### config.mk
export PLATFORM = sky130hd
export DESIGN_NAME = mdu_unit
export DESIGN_NICKNAME = d
export VERILOG_FILES = /design/src/rtl/mdu_pkg.sv /design/src/rtl/mdu_divider.sv /design/src/rtl/mdu_unit.sv
export SDC_FILE = /design/constraint.sdc
export NUM_CORES = 2
export LEC_CHECK = 0
export BUFFER_PORTS_ARGS = -buffer_cell sky130_fd_sc_hd__buf_2
export CAP_MARGIN = 0
export CORE_MARGIN = 5
export CORE_UTILIZATION = 44
export CTS_CLUSTER_DIAMETER = 80
export CTS_CLUSTER_SIZE = 24
export DETAILED_ROUTE_END_ITERATION = 10
export PLACE_DENSITY = 0.65
export SLEW_MARGIN = 20
export SYNTH_ARGS = -nofsm -noshare
export SYNTH_HDL_FRONTEND = slang
export SYNTH_HIERARCHICAL = 1
export SYNTH_SLANG_ARGS = --single-unit
export TNS_END_PERCENT = 20
### constraint.sdc
create_clock -name clk -period 9.25 [get_ports clk]
set_input_delay 0.4625 -clock clk [delete_from_list [all_inputs] [get_ports clk]]
set_output_delay 0.4625 -clock clk [all_outputs]
set_load 0.02 [all_outputs]
### src/rtl/mdu_pkg.sv
`default_nettype none
// ============================================================================
// Module   : mdu_pkg
// Purpose  : Shared types and constants for the multiply/divide unit:
//            the MduOp command encoding, FSM state encodings and the
//            divide-by-zero quotient value.
// Revision : 1.0 - initial release
// ============================================================================
package mdu_pkg;

    // Command encoding carried on the decoder's Mduop field
    typedef enum logic [3:0] {
        MDU_READ_HI            = 4'd0,
        MDU_READ_LO            = 4'd1,
        MDU_WRITE_HI           = 4'd2,
        MDU_WRITE_LO           = 4'd3,
        MDU_START_SIGNED_MUL   = 4'd4,
        MDU_START_UNSIGNED_MUL = 4'd5,
        MDU_START_SIGNED_DIV   = 4'd6,
        MDU_START_UNSIGNED_DIV = 4'd7
    } mdu_op_t;

    // MDU-related subset of the decoder's control bundle
    typedef struct packed {
        logic    mdu_start;
        mdu_op_t mdu_op;
    } mdu_ctrl_t;

    // Top-level sequencing states
    typedef enum logic [1:0] {
        IDLE = 2'd0,
        MUL  = 2'd1,
        DIV  = 2'd2
    } mdu_state_t;

    // Divider core states
    typedef enum logic [1:0] {
        DIV_IDLE = 2'd0,
        DIV_RUN  = 2'd1,
        DIV_FIX  = 2'd2
    } div_state_t;

    // Quotient produced when the divisor is zero (no trap is raised)
    localparam logic [31:0] MDU_DIV_BY_ZERO_LO = 32'hFFFF_FFFF;

endpackage : mdu_pkg
`default_nettype wire

### src/rtl/mdu_divider.sv
`default_nettype none
// ============================================================================
// Module   : mdu_divider
// Purpose  : Iterative radix-2 restoring divider. Works on magnitudes, one
//            quotient bit per cycle, followed by one sign fix-up cycle in
//            which done is high and the corrected results are presented.
// Revision : 1.0 - initial release
// ============================================================================
module mdu_divider
    import mdu_pkg::*;
#(
    parameter int ITERATIONS = 32
) (
    input  logic        clk,
    input  logic        reset,
    input  logic        start,
    input  logic [31:0] dividend,
    input  logic [31:0] divisor,
    input  logic        is_signed,
    output logic        done,
    output logic [31:0] quotient,
    output logic [31:0] remainder
);

    localparam int COUNT_W = $clog2(ITERATIONS);

    div_state_t         state;
    div_state_t         next_state;
    logic [COUNT_W-1:0] count;
    logic [31:0]        rem;
    logic [31:0]        quo;
    logic [31:0]        dsr;
    logic               neg_quo;
    logic               neg_rem;
    logic               div_zero;

    logic [32:0]        partial;
    logic [32:0]        diff;
    logic               fits;

    // One restoring step: shift in the next dividend bit and trial-subtract
    always_comb begin
        partial = {rem, quo[31]};
        diff    = partial - {1'b0, dsr};
        fits    = ~diff[32];
    end

    // State register
    always_ff @(posedge clk) begin
        if (reset) begin
            state <= DIV_IDLE;
        end else begin
            state <= next_state;
        end
    end

    // Next-state: run the iterations, then a single fix-up cycle
    always_comb begin
        next_state = state;
        case (state)
            DIV_IDLE: if (start) next_state = DIV_RUN;
            DIV_RUN:  if (count == COUNT_W'(ITERATIONS - 1)) next_state = DIV_FIX;
            DIV_FIX:  next_state = DIV_IDLE;
            default:  next_state = DIV_IDLE;
        endcase
    end

    // Operand latching and the shift/subtract datapath
    always_ff @(posedge clk) begin
        if (reset) begin
            count    <= '0;
            rem      <= '0;
            quo      <= '0;
            dsr      <= '0;
            neg_quo  <= 1'b0;
            neg_rem  <= 1'b0;
            div_zero <= 1'b0;
        end else if (state == DIV_IDLE && start) begin
            count    <= '0;
            rem      <= '0;
            // quo starts as the dividend magnitude and is shifted out MSB-first
            quo      <= (is_signed && dividend[31]) ? -dividend : dividend;
            dsr      <= (is_signed && divisor[31])  ? -divisor  : divisor;
            neg_quo  <= is_signed && (dividend[31] ^ divisor[31]);
            neg_rem  <= is_signed && dividend[31];
            div_zero <= (divisor == 32'd0);
        end else if (state == DIV_RUN) begin
            count <= count + COUNT_W'(1);
            rem   <= fits ? diff[31:0] : partial[31:0];
            quo   <= {quo[30:0], fits};
        end
    end

    // Sign fix-up; a zero divisor leaves the dividend in the remainder
    always_comb begin
        done      = (state == DIV_FIX);
        quotient  = div_zero ? MDU_DIV_BY_ZERO_LO : (neg_quo ? -quo : quo);
        remainder = neg_rem ? -rem : rem;
    end

endmodule : mdu_divider
`default_nettype wire

### src/rtl/mdu_unit.sv
`default_nettype none
// ============================================================================
// Module   : mdu_unit
// Purpose  : Multi-cycle multiply/divide unit owning HI/LO. Accepts MduOp
//            commands from EX when idle, raises busy while a multiply or
//            divide is in flight and serves MFHI/MFLO combinationally.
// Revision : 1.0 - initial release
// ============================================================================
module mdu_unit
    import mdu_pkg::*;
#(
    parameter int MUL_CYCLES = 5,
    parameter int DIV_CYCLES = 32
) (
    input  logic        clk,
    input  logic        reset,
    input  logic        start,
    input  logic [3:0]  operation,
    input  logic [31:0] operand1,
    input  logic [31:0] operand2,
    output logic        busy,
    output logic [31:0] data_read
);

    localparam int MUL_CW = $clog2(MUL_CYCLES + 1);

    mdu_state_t        state;
    mdu_state_t        next_state;
    mdu_op_t           op;
    logic              accept;
    logic              is_mul;
    logic              is_div;
    logic              op_signed;

    logic [31:0]       hi;
    logic [31:0]       lo;
    logic [MUL_CW-1:0] mul_count;
    logic [31:0]       mul_a;
    logic [31:0]       mul_b;
    logic              mul_signed;
    logic [63:0]       mul_a_ext;
    logic [63:0]       mul_b_ext;
    logic [63:0]       product;

    logic              div_done;
    logic [31:0]       div_quotient;
    logic [31:0]       div_remainder;

    // Command decode; start is only honoured while idle
    always_comb begin
        op        = mdu_op_t'(operation);
        busy      = (state != IDLE);
        accept    = start && !busy;
        is_mul    = (op == MDU_START_SIGNED_MUL) || (op == MDU_START_UNSIGNED_MUL);
        is_div    = (op == MDU_START_SIGNED_DIV) || (op == MDU_START_UNSIGNED_DIV);
        op_signed = (op == MDU_START_SIGNED_MUL) || (op == MDU_START_SIGNED_DIV);
    end

    // MFHI/MFLO read port: zero unless an accepted read is present
    always_comb begin
        data_read = 32'd0;
        if (accept) begin
            case (op)
                MDU_READ_HI: data_read = hi;
                MDU_READ_LO: data_read = lo;
                default:     data_read = 32'd0;
            endcase
        end
    end

    // 64-bit product of the latched operands; low 64 bits of the
    // extended multiply are correct for both signed and unsigned
    always_comb begin
        mul_a_ext = mul_signed ? {{32{mul_a[31]}}, mul_a} : {32'd0, mul_a};
        mul_b_ext = mul_signed ? {{32{mul_b[31]}}, mul_b} : {32'd0, mul_b};
        product   = mul_a_ext * mul_b_ext;
    end

    // State register
    always_ff @(posedge clk) begin
        if (reset) begin
            state <= IDLE;
        end else begin
            state <= next_state;
        end
    end

    // Next-state: leave MUL when the delay counter expires, DIV on done
    always_comb begin
        next_state = state;
        case (state)
            IDLE: begin
                if (accept && is_mul)      next_state = MUL;
                else if (accept && is_div) next_state = DIV;
            end
            MUL:     if (mul_count == '0) next_state = IDLE;
            DIV:     if (div_done)        next_state = IDLE;
            default: next_state = IDLE;
        endcase
    end

    // HI/LO, multiply operand latches and the multiply delay counter
    always_ff @(posedge clk) begin
        if (reset) begin
            hi         <= 32'd0;
            lo         <= 32'd0;
            mul_count  <= '0;
            mul_a      <= 32'd0;
            mul_b      <= 32'd0;
            mul_signed <= 1'b0;
        end else if (accept) begin
            case (op)
                MDU_WRITE_HI: hi <= operand1;
                MDU_WRITE_LO: lo <= operand1;
                MDU_START_SIGNED_MUL, MDU_START_UNSIGNED_MUL: begin
                    mul_a      <= operand1;
                    mul_b      <= operand2;
                    mul_signed <= op_signed;
                    mul_count  <= MUL_CW'(MUL_CYCLES - 1);
                end
                default: ;
            endcase
        end else if (state == MUL) begin
            if (mul_count == '0) begin
                {hi, lo} <= product;
            end else begin
                mul_count <= mul_count - MUL_CW'(1);
            end
        end else if (state == DIV && div_done) begin
            hi <= div_remainder;
            lo <= div_quotient;
        end
    end

    mdu_divider #(
        .ITERATIONS (DIV_CYCLES)
    ) u_divider (
        .clk       (clk),
        .reset     (reset),
        .start     (accept && is_div),
        .dividend  (operand1),
        .divisor   (operand2),
        .is_signed (op_signed),
        .done      (div_done),
        .quotient  (div_quotient),
        .remainder (div_remainder)
    );

endmodule : mdu_unit
`default_nettype wire

After elaboration in Yosys (flattened, before gate mapping). Cells that the tools add are included.

Flip-flop bits (word level): 240. Bits in writable memories: 0. Bits in read-only memories: 0. Logic and storage cells: 110. Input port bits: 71. Memories kept: 0. Bits in latches: 0.

$mul: 1. Shift-type cells: 0. $lt $le $gt $ge: 0. Divide/modulo/power cells: 0. Equality and inequality tests: 22. Add/sub/neg operators: 7. Bitwise logic cells: 2. Reduce and logical (&&, ||, !) cells: 29. Multiplexer cells: 34.

Operators with widths (count): 2-to-1 mux 32 bit (19); 2-to-1 mux 64 bit (2); negation 32 bit (4); multiplier 64 x 64 -> 64 bit (1); case mux 32 bit (2 select lines) (1); subtractor 33 x 32 -> 33 bit (1); zero test 32 bit (1); == test 4 x 3 -> 1 bit (second input constant) (4); 2-to-1 mux 2 bit (6); 2-to-1 mux 3 bit (4); AND reduction 3 bit (4); != test 2 x 1 -> 1 bit (second input constant) (5); == test 4 x 2 -> 1 bit (second input constant) (2); logical AND 1 bit (8); != test 2 bit (second input constant) (3); case mux 2 bit (3 select lines) (1); nonzero test 2 bit (3); adder 5 x 1 -> 5 bit (second input constant) (1); == test 5 bit (second input constant) (1); == test 2 x 1 -> 1 bit (second input constant) (2); == test 2 bit (second input constant) (2); == test 4 x 1 -> 1 bit (second input constant) (1); zero test 2 bit (2); zero test 4 bit (1); 12 further kinds (16).

Logic depth before layout (Yosys ltp).
Depth after elaboration: 7. Depth in mapped cells: 36. Mapped depth without buffers: 32.

By module. The synthesis kept the hierarchy.

By module, submodules not included: mdu_unit (area an instance 54461.0 sq um, sequential area each 2682.6 sq um, cells an instance 5996, instances 1); mdu_divider (area an instance 8837.2 sq um, sequential area each 2122.0 sq um, cells an instance 1204, instances 1).

Worst setup path before layout. Ideal clock, no wire load.

Kind: reg2reg. From: register mul_signed. To: register hi[29]. Data required time: 9135 ps. Path slack: 263 ps. Arrival time: 8873 ps. Stages on the path, launching flop included: 29. Clock period less this slack: 8987 ps. Path buffers: 3. Path through: dfxtp_1 > and2_1 > clkbuf_1 > clkbuf_1 > nand2_1 > fa_1 > inv_1 > fa_1 > fa_1 > inv_1 > fa_1 > inv_1 > fa_1 > fa_1 > fa_1 > fa_1 > fa_1 > inv_1 > fa_1 > inv_1 > ha_1 > clkbuf_1 > nand4_1 > nor4_1 > o311ai_2 > a31oi_2 > a31oi_1 > xor2_1 > a2111oi_0.

Cells in the longest elaborated chain, start to end: 5.

Ends and longest elaborated chain: from (decl) (RTL line mdu_unit.sv:40) `logic mul_signed;`; from (signal assigned) (RTL line mdu_unit.sv:118) `mul_signed <= op_signed;`; 2-to-1 mux 64 bit, on equally long branches (RTL line mdu_unit.sv:74, mdu_unit.sv:75); multiplier 64 x 64 -> 64 bit * (RTL line mdu_unit.sv:76) `product = mul_a_ext * mul_b_ext;`; 2-to-1 mux 32 bit * (RTL line mdu_unit.sv:124) `if (mul_count == '0) begin`; 2-to-1 mux 32 bit * (RTL line mdu_unit.sv:123) `end else if (state == MUL) begin`; 2-to-1 mux 32 bit * (RTL line mdu_unit.sv:111) `end else if (accept) begin`; to (signal assigned) (RTL line mdu_unit.sv:113) `MDU_WRITE_HI: hi <= operand1;`; to (signal assigned) (RTL line mdu_unit.sv:125) `{hi, lo} <= product;`; to (signal assigned) (RTL line mdu_unit.sv:130) `hi <= div_remainder;`; to (decl) (RTL line mdu_unit.sv:35) `logic [31:0] hi;`.

Every way passes the cells marked *; elsewhere a longest branch is shown, timed or not. The select of a mux whose other input is x is not followed. A chain may end at the register's enable or synchronous reset.

Final worst setup path. Same ends and word-level chain as after synthesis.

==> metrics.md <==
| Metric | Value |
|---|---|
| Critical path's largest stage delay | `560 ps` |
| TNS Setup | `0 ps` |
| Final Hold Viols | `0` |
| Post-layout util | `47.0%` |
| Area grow syn2layout | `6.44%` |
| Total power | `3.03 mW` |
| Clock Latency Late Sink | `580 ps` |
| Area contributors post-synth | `fa_1, inv_1, dfxtp_1` |
| Worst Skew | `22.5 ps` |
| Initial antenna violation count | `6` |
| Post-route ant nets | `0` |
| Pin count of the biggest net entering global routing | `100` |
| Comb pwr share | `28.6%` |
| Placer congestion estimate | `0.965` |
| CP max-delay cell | `fa_1` |
| CTS H-tree lvls | `1` |
| Slew headroom | `27.4%` |
| Power Dens Cells | `44.9 mW/mm^2` |
| Synth async-reset ratio | `0%` |
| Row cnt | `139` |
| CP Max Fanout | `17` |
| Final #Nets | `8939` |
| Wire per inst | `21.1 um` |
| Most frequent CP cell | `fa_1` |
| Netlist cell types | `101` |
| Die Area | `0.152 mm^2` |
| Routed wire length | `191000 um` |
| Final Critical Period | `8940 ps` |
| Initial Util | `44.2%` |
| Reg2reg start | `mul_signed$_SDFFE_PP0P_` |
| Syn Nets | `9039` |
| TritonCTS Buffers | `22` |
| CTS root buffer | `clkbuf_16` |
| I/O Buffers | `103` |
| Die Height | `389 um` |
| Flop pwr share | `37.0%` |
| Final setup fails | `0` |
| Cell area after synthesis | `0.0633 mm^2` |
| Remaining Overflow, GRT | `0` |
| Core Area | `0.143 mm^2` |
| Die outline width | `389 um` |
| Main synth FF type | `dfxtp_1` |
| Post-route cell area | `0.0674 mm^2` |
| Peak VDD IR | `0.000108 V` |
| Clock buffer depth | `3` |
| HP Start | `operand2[22]` |
| Status | `finished, final reports clean` |
| RSZ-0062 raised after global routing | `no` |
| Via count of the routed design | `48720` |
| Via/cell ratio | `5.40` |
| Switching share of total power | `38.2%` |
| Post-DP Area | `0.0664 mm^2` |
| Fmax | `0.112 GHz` |
| Vias in the first global route | `52264` |
| Layout cells sized above 1 | `5.90%` |
| Synth area leader | `fa_1` |
| IO Count | `104` |
| Clock Pin Slew Worst Setup and Hold Paths | `80 ps` |
| Psw | `1.16 mW` |
| Worst slew pin tran | `1090 ps` |
| Final Cycle Share | `96.6%` |
| Register area share after synthesis | `7.59%` |
| Worst EP required | `9700 ps` |
| Worst Setup Start Kind | `register` |
| Max Cap Viol | `0` |
| Setup crit start | `mul_signed$_SDFFE_PP0P_` |
| Pleak | `33.2 nW` |
| Drt pass-1 iters | `5` |
| WP data arrival | `9390 ps` |
| Clk sink count | `240` |
| Most common cell in the netlist | `inv_1` |
| Mean post-synth cell area | `8.79 um^2` |
| Post-synth EDFFs | `0` |
| Synth top cells by count | `inv_1, fa_1, nand2_1` |
| Residual DRC | `0` |
| Cell Int Power | `1.87 mW` |
| Crit Path Class | `register to register` |
| Flop2flop setup slack | `310 ps` |
| Mapped Cells | `7200` |
| Clock share of power | `34.4%` |
| First-pass GRT wire length | `304000 um` |
| CTS tree | `done` |
| Post-CTS Setup Bufs | `0` |
| Drt initial violations | `3546` |
| Synth warn | `6` |
| Yosys reg bits | `240` |
| Area share of the largest cell type after synthesis | `44.9%` |
| GRT Util Overall | `25.5%` |
| Final HPWL DP | `157000 um` |
| Setup crit end kind | `register` |
| Slew Viols, Final | `0` |
| Worst Hold Class | `input port to register` |
-- flip-flops by register name, indices dropped and copies added (netlist names), 3 cells and up --
signal	flops
mul_a	32
lo	32
mul_b	32
mul_count	3
hi	32
u_divider/rem	32
u_divider/dsr	32
u_divider/quo	32
u_divider/count	5
-- stage by stage --
step,setup slack (ps),instances,hold slack [ps]
2_1_floorplan,263,7200,432
3_3_place_gp,148,8979,442
3_5_place_dp,54.9,8979,448
4_1_cts,4.88,9019,150
5_1_grt,9.71,9020,164
6_report,314,9021,173
-- area by class of cell --
class                      count  area (um^2)
antenna                        2         5.00
clock buffer                  25          562
clock inverter                15          245
fill                       13893        75900
inverter                    1585         5950
multi-input combinational   4976        51100
sequential                   240         4820
tap                         1903         2380
timing repair buffer         275         2270
-- worst paths after layout --
check	to	cells after the start
hold / removal	mul_b[22]$_SDFFE_PP0P_	3
setup reg to reg	hi[29]$_SDFFE_PP0P_	29
setup / recovery	hi[29]$_SDFFE_PP0P_	29
hold reg to reg	mul_b[27]$_SDFFE_PP0P_	2
-- metal layers --
layer	up-vias	track usage (%)	wire length (um)
met1	25270	34.5	80000
li1	21619	-	-
met2	1503	43.4	92700
met5	-	0	23
met4	4	8.16	7600
met3	324	2.69	10200
-- worst max-delay path: cells and delay by family (launching register included) --
kind                       cells  cell delay (ps)
adders and majority gates     10             4800
AOI/OAI and AO/OA              7             1470
buffers and inverters          7             1070
xor gates and xnor gates       2              640
and+or+nand+nor                3              480
DFF                            1              330
-- power by group through the flow --
stage / combinational (mW) / clock (mW) / sequential (mW)
global placement: 0.847 / 0 / 1.14
floorplan: 0.574 / 0 / 1.12
global route: 0.945 / 1.10 / 1.12
finish: 0.866 / 1.04 / 1.12
CTS: 0.857 / 1.06 / 1.12
detailed placement: 0.852 / 0 / 1.14
-- what timing repair did --
action	4_1_cts	5_1_grt
setup endpoints to repair	0	31
hold buffers	0	0
gates resized for setup	0	35
-- cell families (layout without fill, tap and decap cells) --
group	count (synthesis)	after routing	synth area share [%]
compound gates	884	884	9.16
xor+xnor	235	235	3.29
fa+ha+maj	1772	1772	51.9
buf+inv	1984	1900	11.9
flops	240	240	7.59
mux	14	14	0.221
other cells	0	2	0
simple gates	2071	2071	16.0
-- layout by cell type (no fill, tap or decap), types with 102 or more instances in the layout --
| cell | netlist | final |
|---|---|---|
| nand2_1 | 886 | 883 |
| inv_1 | 1584 | 1583 |
| ha_1 | 348 | 348 |
| buf_4 | 4 | 134 |
| a21oi_1 | 308 | 307 |
| and2_1 | 583 | 582 |
| o21ai_0 | 125 | 123 |
| buf_2 | 18 | 102 |
| fa_1 | 1420 | 1415 |
| dfxtp_1 | 240 | 229 |
| xnor2_1 | 142 | 140 |
| nor2_1 | 264 | 263 |
(Power assumes the default switching activity.)
